--- config.mk ---
export PLATFORM = sky130hd
export DESIGN_NAME = i2c_slave_rx_seq
export DESIGN_NICKNAME = d
export VERILOG_FILES = /design/src/rtl/i2c_slave_rx_seq.sv
export SDC_FILE = /design/constraint.sdc
export NUM_CORES = 1
export LEC_CHECK = 0
export BUFFER_PORTS_ARGS = -buffer_cell sky130_fd_sc_hd__buf_2
export CORE_AREA = 8 8 73 75
export DETAILED_ROUTE_END_ITERATION = 10
export DIE_AREA = 0 0 81 83
export PLACE_DENSITY = 0.74
export SYNTH_ARGS = -nofsm -noshare
export SYNTH_HDL_FRONTEND = slang
export SYNTH_SLANG_ARGS = --single-unit
--- constraint.sdc ---
create_clock -name clk -period 1.6 [get_ports clk]
set_input_delay 0.32 -clock clk [delete_from_list [all_inputs] [get_ports clk]]
set_output_delay 0.32 -clock clk [all_outputs]
set_load 0.1 [all_outputs]
--- src/rtl/i2c_slave_rx_seq.sv ---
// I2C slave receive sequencer: drives an external bit reader and ACK driver,
// matches the address byte and hands received data bytes to a ready/valid sink.
module i2c_slave_rx_seq #(
  parameter int OWN_ADDR_W = 7
) (
  input  logic                  clk,
  input  logic                  rst_n,
  input  logic [OWN_ADDR_W-1:0] own_addr,
  output logic                  rd_en,
  output logic                  is_byte,
  input  logic                  rd_ld,
  input  logic                  rd_bit,
  input  logic                  rd_finish,
  input  logic                  rd_err,
  input  logic                  get_start,
  input  logic                  get_stop,
  output logic                  ack_en,
  output logic                  ack_bit,
  input  logic                  ack_done,
  output logic [7:0]            rx_data,
  output logic                  rx_valid,
  input  logic                  rx_ready,
  output logic                  busy,
  output logic                  tx_req,
  output logic                  err,
  output logic                  ovf,
  output logic [7:0]            byte_cnt
);

  typedef enum logic [2:0] {
    IDLE, ADDR, ADDR_CHK, ACK, DATA, DATA_CHK, HANDOFF, WAIT_STOP
  } state_t;

  // Remembers why the ACK state was entered, so ack_done knows where to go.
  typedef enum logic [1:0] {
    ACK_ADDR_W, ACK_ADDR_R, ACK_DATA, ACK_NACK
  } ack_sel_t;

  state_t     state_reg, state_next;
  ack_sel_t   ack_sel_reg, ack_sel_next;
  logic [7:0] shift_reg, shift_next;
  logic       rd_en_reg, rd_en_next;
  logic       is_byte_reg, is_byte_next;
  logic       ack_en_reg, ack_en_next;
  logic       ack_bit_reg, ack_bit_next;
  logic [7:0] rx_data_reg, rx_data_next;
  logic       rx_valid_reg, rx_valid_next;
  logic       tx_req_reg, tx_req_next;
  logic       err_reg, err_next;
  logic       ovf_reg, ovf_next;
  logic [7:0] byte_cnt_reg, byte_cnt_next;
  logic       busy_reg, busy_next;

  logic [6:0] addr_cmp;
  logic       hold_free;

  assign addr_cmp  = 7'(own_addr);
  // The holding register can take a byte if empty or being drained this cycle.
  assign hold_free = !rx_valid_reg || rx_ready;

  always_comb begin
    state_next    = state_reg;
    ack_sel_next  = ack_sel_reg;
    shift_next    = shift_reg;
    rd_en_next    = 1'b0;
    ack_en_next   = ack_en_reg;
    ack_bit_next  = ack_bit_reg;
    rx_data_next  = rx_data_reg;
    rx_valid_next = rx_valid_reg && !rx_ready;
    tx_req_next   = 1'b0;
    err_next      = 1'b0;
    ovf_next      = ovf_reg;
    byte_cnt_next = byte_cnt_reg;

    if ((state_reg == ADDR || state_reg == DATA) && rd_ld) begin
      shift_next = {shift_reg[6:0], rd_bit};
    end

    if (get_stop) begin
      state_next  = IDLE;
      ack_en_next = 1'b0;
    end else if (get_start) begin
      state_next  = ADDR;
      ack_en_next = 1'b0;
      shift_next  = 8'h00;
      if (state_reg == IDLE) begin
        byte_cnt_next = 8'h00;
        ovf_next      = 1'b0;
      end
    end else begin
      unique case (state_reg)
        IDLE: ;
        ADDR, DATA: begin
          if (rd_err) begin
            err_next   = 1'b1;
            shift_next = 8'h00;
            state_next = WAIT_STOP;
          end else if (rd_finish) begin
            state_next = (state_reg == ADDR) ? ADDR_CHK : DATA_CHK;
          end else begin
            // rd_en rises one cycle after entry, so it is always low between bytes.
            rd_en_next = 1'b1;
          end
        end
        ADDR_CHK: begin
          if (shift_reg[7:1] == addr_cmp) begin
            ack_en_next  = 1'b1;
            ack_bit_next = 1'b0;
            ack_sel_next = shift_reg[0] ? ACK_ADDR_R : ACK_ADDR_W;
            state_next   = ACK;
          end else begin
            state_next = WAIT_STOP;
          end
        end
        ACK: begin
          if (ack_done) begin
            ack_en_next = 1'b0;
            unique case (ack_sel_reg)
              ACK_ADDR_W, ACK_DATA: begin
                shift_next = 8'h00;
                state_next = DATA;
              end
              ACK_ADDR_R: begin
                tx_req_next = 1'b1;
                state_next  = HANDOFF;
              end
              ACK_NACK: state_next = WAIT_STOP;
              default:  state_next = WAIT_STOP;
            endcase
          end
        end
        DATA_CHK: begin
          ack_en_next = 1'b1;
          state_next  = ACK;
          if (hold_free) begin
            rx_data_next  = shift_reg;
            rx_valid_next = 1'b1;
            if (byte_cnt_reg != 8'hFF) begin
              byte_cnt_next = byte_cnt_reg + 8'd1;
            end
            ack_bit_next = 1'b0;
            ack_sel_next = ACK_DATA;
          end else begin
            ack_bit_next = 1'b1;
            ovf_next     = 1'b1;
            ack_sel_next = ACK_NACK;
          end
        end
        HANDOFF, WAIT_STOP: ;
        default: state_next = IDLE;
      endcase
    end

    busy_next    = (state_next != IDLE);
    is_byte_next = (state_next == ADDR) || (state_next == DATA);
  end

  always_ff @(posedge clk or negedge rst_n) begin
    if (!rst_n) begin
      state_reg    <= IDLE;
      ack_sel_reg  <= ACK_ADDR_W;
      shift_reg    <= 8'h00;
      rd_en_reg    <= 1'b0;
      is_byte_reg  <= 1'b0;
      ack_en_reg   <= 1'b0;
      ack_bit_reg  <= 1'b0;
      rx_data_reg  <= 8'h00;
      rx_valid_reg <= 1'b0;
      tx_req_reg   <= 1'b0;
      err_reg      <= 1'b0;
      ovf_reg      <= 1'b0;
      byte_cnt_reg <= 8'h00;
      busy_reg     <= 1'b0;
    end else begin
      state_reg    <= state_next;
      ack_sel_reg  <= ack_sel_next;
      shift_reg    <= shift_next;
      rd_en_reg    <= rd_en_next;
      is_byte_reg  <= is_byte_next;
      ack_en_reg   <= ack_en_next;
      ack_bit_reg  <= ack_bit_next;
      rx_data_reg  <= rx_data_next;
      rx_valid_reg <= rx_valid_next;
      tx_req_reg   <= tx_req_next;
      err_reg      <= err_next;
      ovf_reg      <= ovf_next;
      byte_cnt_reg <= byte_cnt_next;
      busy_reg     <= busy_next;
    end
  end

  assign rd_en    = rd_en_reg;
  assign is_byte  = is_byte_reg;
  assign ack_en   = ack_en_reg;
  assign ack_bit  = ack_bit_reg;
  assign rx_data  = rx_data_reg;
  assign rx_valid = rx_valid_reg;
  assign tx_req   = tx_req_reg;
  assign err      = err_reg;
  assign ovf      = ovf_reg;
  assign byte_cnt = byte_cnt_reg;
  assign busy     = busy_reg;

endmodule
Word level (Yosys, flattened, before mapping)
Cells that the tools add are included.

operators by class
  $add $sub $neg = 1
  eq/ne operators = 17
  mux-type cells = 55
  bitwise gates (word level) = 2
  reduce and logical (&&, ||, !) cells = 22

operator list
  operator                                              number
  two-way mux 8 bit                                     11
  two-way mux 1 bit                                     30
  two-way mux 3 bit                                     7
  one-hot mux 8 bit (2 select lines)                    1
  one-hot mux 3 bit (4 select lines)                    1
  AND reduction 4 bit                                   3
  equality test 3 bit (second input constant)           3
  one-hot mux 3 bit (3 select lines)                    1
  adder 8 x 1 -> 8 bit (second input constant)          1
  inequality test 4 bit (second input constant)         2
  inequality test 8 bit (second input constant)         1
  nonzero test 2 bit                                    4
  equality test 7 bit                                   1
  equality test 3 x 1 -> 1 bit (second input constant)  2
  equality test 3 x 2 -> 1 bit (second input constant)  2
  AND reduction 5 bit                                   1
  nonzero test 5 bit                                    1
  equality test 2 bit (second input constant)           2
  inequality test 2 bit (second input constant)         2
  one-hot mux 2 bit (2 select lines)                    1
  OR reduction 2 bit                                    2
  logical NOT 3 bit                                     1
  logical OR 1 bit                                      3
  one-hot mux 1 bit (3 select lines)                    1
  10 further kinds                                      13

storage, ports and cells
  register bits after elaboration = 38
  input port bits = 17
  word-level logic and storage cells = 111

Depth between registers and ports, before layout
  depth after elaboration = 9
  mapped depth = 7
  depth with buffers taken out = 6

Least setup slack after synthesis
OpenSTA, ideal clock, no wires.

  kind = register to register
  from = register byte_cnt_reg[1], in the netlist byte_cnt[1]
  to = register byte_cnt_reg[0], in the netlist byte_cnt[0]
  setup time = 169 ps
  arrival = 2086 ps
  slack = -655 ps
  stages on the path, launching flop included = 7
  buffers on the path = 0
  clock period less this slack = 2255 ps
  cells stage by stage = dfrtp_1 > ha_1 > nand3_1 > o21ai_2 > nor2_1 > a21oi_1 > a21oi_1

on the way
  cells in the longest elaborated chain, start to end = 3

ends and longest elaborated chain
  element                               RTL line  source
  start: declaration                    51        logic [7:0] byte_cnt_reg, byte_cnt_next;
  start signal: assignment              187       byte_cnt_reg <= byte_cnt_next;
  inequality test 8 bit                 138       if (byte_cnt_reg != 8'hFF) begin
  nonzero test 2 bit (no source line)   -
  AND reduction 5 bit (no source line)  -

Every way passes these cells.
A chain may end at the register's enable or synchronous reset.

Worst setup path after layout
  from = register state_reg[0]
  to = register is_byte_reg, in the netlist is_byte

on the way
  cells in the longest elaborated chain, start to end = 9
  elaborated cells on any way between the ends = 16
  those cells by class = eq/ne (7); mux (7); reduce/logical (2)

ends and longest elaborated chain
  element                                                              RTL line  source
  start: declaration                                                   39        state_t state_reg, state_next;
  start signal: assignment                                             175       state_reg <= state_next;
  equality test 3 x 1 -> 1 bit                                         91, 99
  two-way mux 3 bit                                                    99        state_next = (state_reg == ADDR) ? ADDR_CHK : DATA_CHK;
  two-way mux 3 bit                                                    98        end else if (rd_finish) begin
  two-way mux 3 bit                                                    94        if (rd_err) begin
  one-hot mux 3 bit (4 select lines) (*)                               91        unique case (state_reg)
  two-way mux 3 bit (*)                                                82        end else if (get_start) begin
  two-way mux 3 bit (*)                                                79        if (get_stop) begin
  equality test 3 x 1 -> 1 bit or equality test 3 bit (tied branches)  155       is_byte_next = (state_next == ADDR) || (state_next == DATA);
  logical OR 1 bit (*)                                                 155
  named net is_byte_next                                               43        logic is_byte_reg, is_byte_next;
  end signal: assignment                                               179       is_byte_reg <= is_byte_next;
  end: declaration                                                     43

Mark *: on every way through the listed nets, which the timed path passes. The rest lies on a longest branch.

==> reports/results.tsv <==
metric	value	unit
status	finished, violations left	
violations	setup timing	
yosysMostFrequentCell	dfrtp_1	
areaGrowthSynthToFinish	42.0	%
finalCritPeriodShare	1.07	
yosysSeqAreaShare	0.486	
ios	42	
vias	1699	
yosys-top-cells-area	dfrtp_1 (49%), mux2_2 (5.2%), xnor2_1 (4.9%)	
die_h	83	um
fillers	329	
required	1.82	ns
grt_usage	0.149	
muxShareOfSynthArea	0.0620	
row_count	24	
dieArea	0.00672	sq mm
powerDensity	1100	mW/mm^2
cts_buffers	5	
port_buffers	41	
synth_fp_nets	211	
grt_pass1_wl	8.06	mm
cts-root-buf	clkbuf_8	
ys_async_sr_fraction	1.00	
drive_gt1_frac	0.476	
yosys.area_share.adder	0.00639	
drc	0	
period_minus_slack	1.71	ns
yosys-top-cells-count	dfrtp_1 (38), nand2_1 (20), nand3_1 (14), nor2_1 (14), a21oi_1 (13)	
htreeDepth	2	
fmax	585	MHz
ys_warn_count	0	
synth.distinct_cells	41	
grt-ovfl-total	0	
tritoncts	built	
cp_common_cell	a31o_1	
drt_first_pass_iters	4	
crit_slowest_cell	dfrtp_1	
grt_use_met3	0.0485	
max_stage_delay	0.50	ns
cts.sinks	38	
grt_max_degree	22	
setup_viol	5	
avgRoutedWirePerCell	15.8	um
cp-end-kind	flop	
maxSlewViolCount	0	
syn_inst	193	
start_util	0.465	
met2_usage	0.219	
n_antenna_cell	0	
drt_iter0_markers	141	
synth-seq-cells	38	
vdd_drop_max	0.595	mV
synth-main-ff-cell	dfrtp_1	
synth_enable_flop_cells	0	
worst_ep_arrival_time	1.93	ns
critPathKind	reg2reg	
hpwlAfterDp	3.56	mm
nets	286	
utilization	0.661	
max-clock-path-buffers	2	
antenna_found_initial	0	
core-area	0.00420	sq mm
first_global_vias	1698	
cts.clk_slew.worst_paths	0.07	ns
vias_per_cell	5.29	
holdCritPathClass	in2reg	
gp_congestion	0.849	
cp_max_fo	8	
slew_headroom	0.672	
die_x	81	um
worstSetupStartpointType	flop	
power_leakage	1.27	nW
hold_viol_final	0	
drt_wl_total	5.07	mm
rsz0062_at_grt	yes	
synthXorXnorAreaFrac	0.0627	
synth-compound-area-share	0.142	
insertion_delay	0.30	ns
synth_top_family_by_area	simple AND/OR/NAND/NOR gates	
worstMarginPinSlew	0.496	ns
grtUsageMet1	0.197	
skew	0.00481	ns
synth_area	0.00196	sq mm
top_usage_layer	met2	
synth_top_cell_area_share	0.486	
tns	-0.207	ns
setup_ws	-0.108	ns
worstPathCellList	buf_4, nand2b_1, a31o_1, a31o_1, a21bo_1, mux2i_1	
yosysTopAreaCell	dfrtp_1	
syn_area_per_cell	10.1	sq um
drv_cap	0	
ant_nets	0	
yosys.area_share.simple	0.204	
## logic make-up after synthesis
family | after synthesis
AND/OR/NAND/NOR | 75
AO/OA/AOI/OAI | 40
flip-flops | 38
XOR/XNOR | 14
buffers and inverters | 14
multiplexers | 11
adder cells (fa/ha/maj) | 1
## critical path: cells and delay by family (launching register included)
family          cells  cell delay (ns)
compound gates      3             0.72
flops               1             0.50
buf+inv             1             0.21
mux                 1             0.12
simple gates        1             0.09
## layer usage
layer / vias to the layer above / routed length, um
met5: - / 0
met4: 0 / 107
met3: 12 / 324
met2: 51 / 2510
met1: 809 / 2130
li1: 827 / -
## worst paths after layout
check / from / slack [ns] / depth (start not counted) / end
setup / recovery: state_reg[0]$_DFF_PN0_ / -0.11 / 6 / is_byte$_DFF_PN0_
hold / removal: rd_finish / 0.23 / 2 / rd_en$_DFF_PN0_
setup reg to reg: state_reg[0]$_DFF_PN0_ / -0.11 / 6 / is_byte$_DFF_PN0_
hold reg to reg: ack_sel_reg[1]$_DFFE_PN0P_ / 0.48 / 1 / tx_req$_DFF_PN0_
max in group asynchronous: rst_n / 0.56 / 3 / byte_cnt[1]$_DFFE_PN0P_
min in group asynchronous: rst_n / 0.51 / 2 / shift_reg[0]$_DFF_PN0_
## per-stage QoR
step	power [mW]	setup WS [ns]	hold slack [ns]	cell area, sq um	std cells
after CTS	3.00	-0.0541	0.219	2650	318
after global placement	2.27	-0.0823	0.296	2500	306
final	3.05	-0.108	0.228	2780	321
after floorplan	2.03	-0.0675	0.0244	2030	193
after global routing	3.20	-0.189	0.225	2780	321
after detailed placement	2.30	-0.115	0.313	2500	306
## cells in the final DEF, fill, tap and decap left out, drive strengths merged, types with 4 or more instances in the layout
cell,n
xnor2,11
inv,7
nand3,14
mux2,9
buf,73
dfrtp,38
o21ai,13
nor2,16
nand2,20
clkbuf,8
nor2b,4
nor3,6
a21oi,13
nand2b,4
## cell type report
class                   count  area (sq um)  share of cell area
inverters                   7          26.3             0.00946
well taps                  52          65.1              0.0234
flip-flops and latches     38           983               0.354
repair buffers             75           522               0.188
multi-input cells         141          1090               0.393
clock inverters             1          5.00             0.00180
clock buffers               7          86.3              0.0311
## power breakdown
group | internal, mW | switching (mW) | total, mW
Clock | 0.348 | 0.340 | 0.688
Combinational | 0.330 | 0.810 | 1.14
Sequential | 1.09 | 0.136 | 1.23
Total | 1.77 | 1.29 | 3.05
## repair_timing
item / CTS / global route
pin swaps: 2 / 15
hold buffers: 1 / 0
setup endpoints to repair: 15 / 28
gates resized for setup: 8 / 23
cloned: 0 / 1
hold endpoints to repair: 19 / 0
setup buffers: 3 / 2
Power figures use the tool's default switching activity.
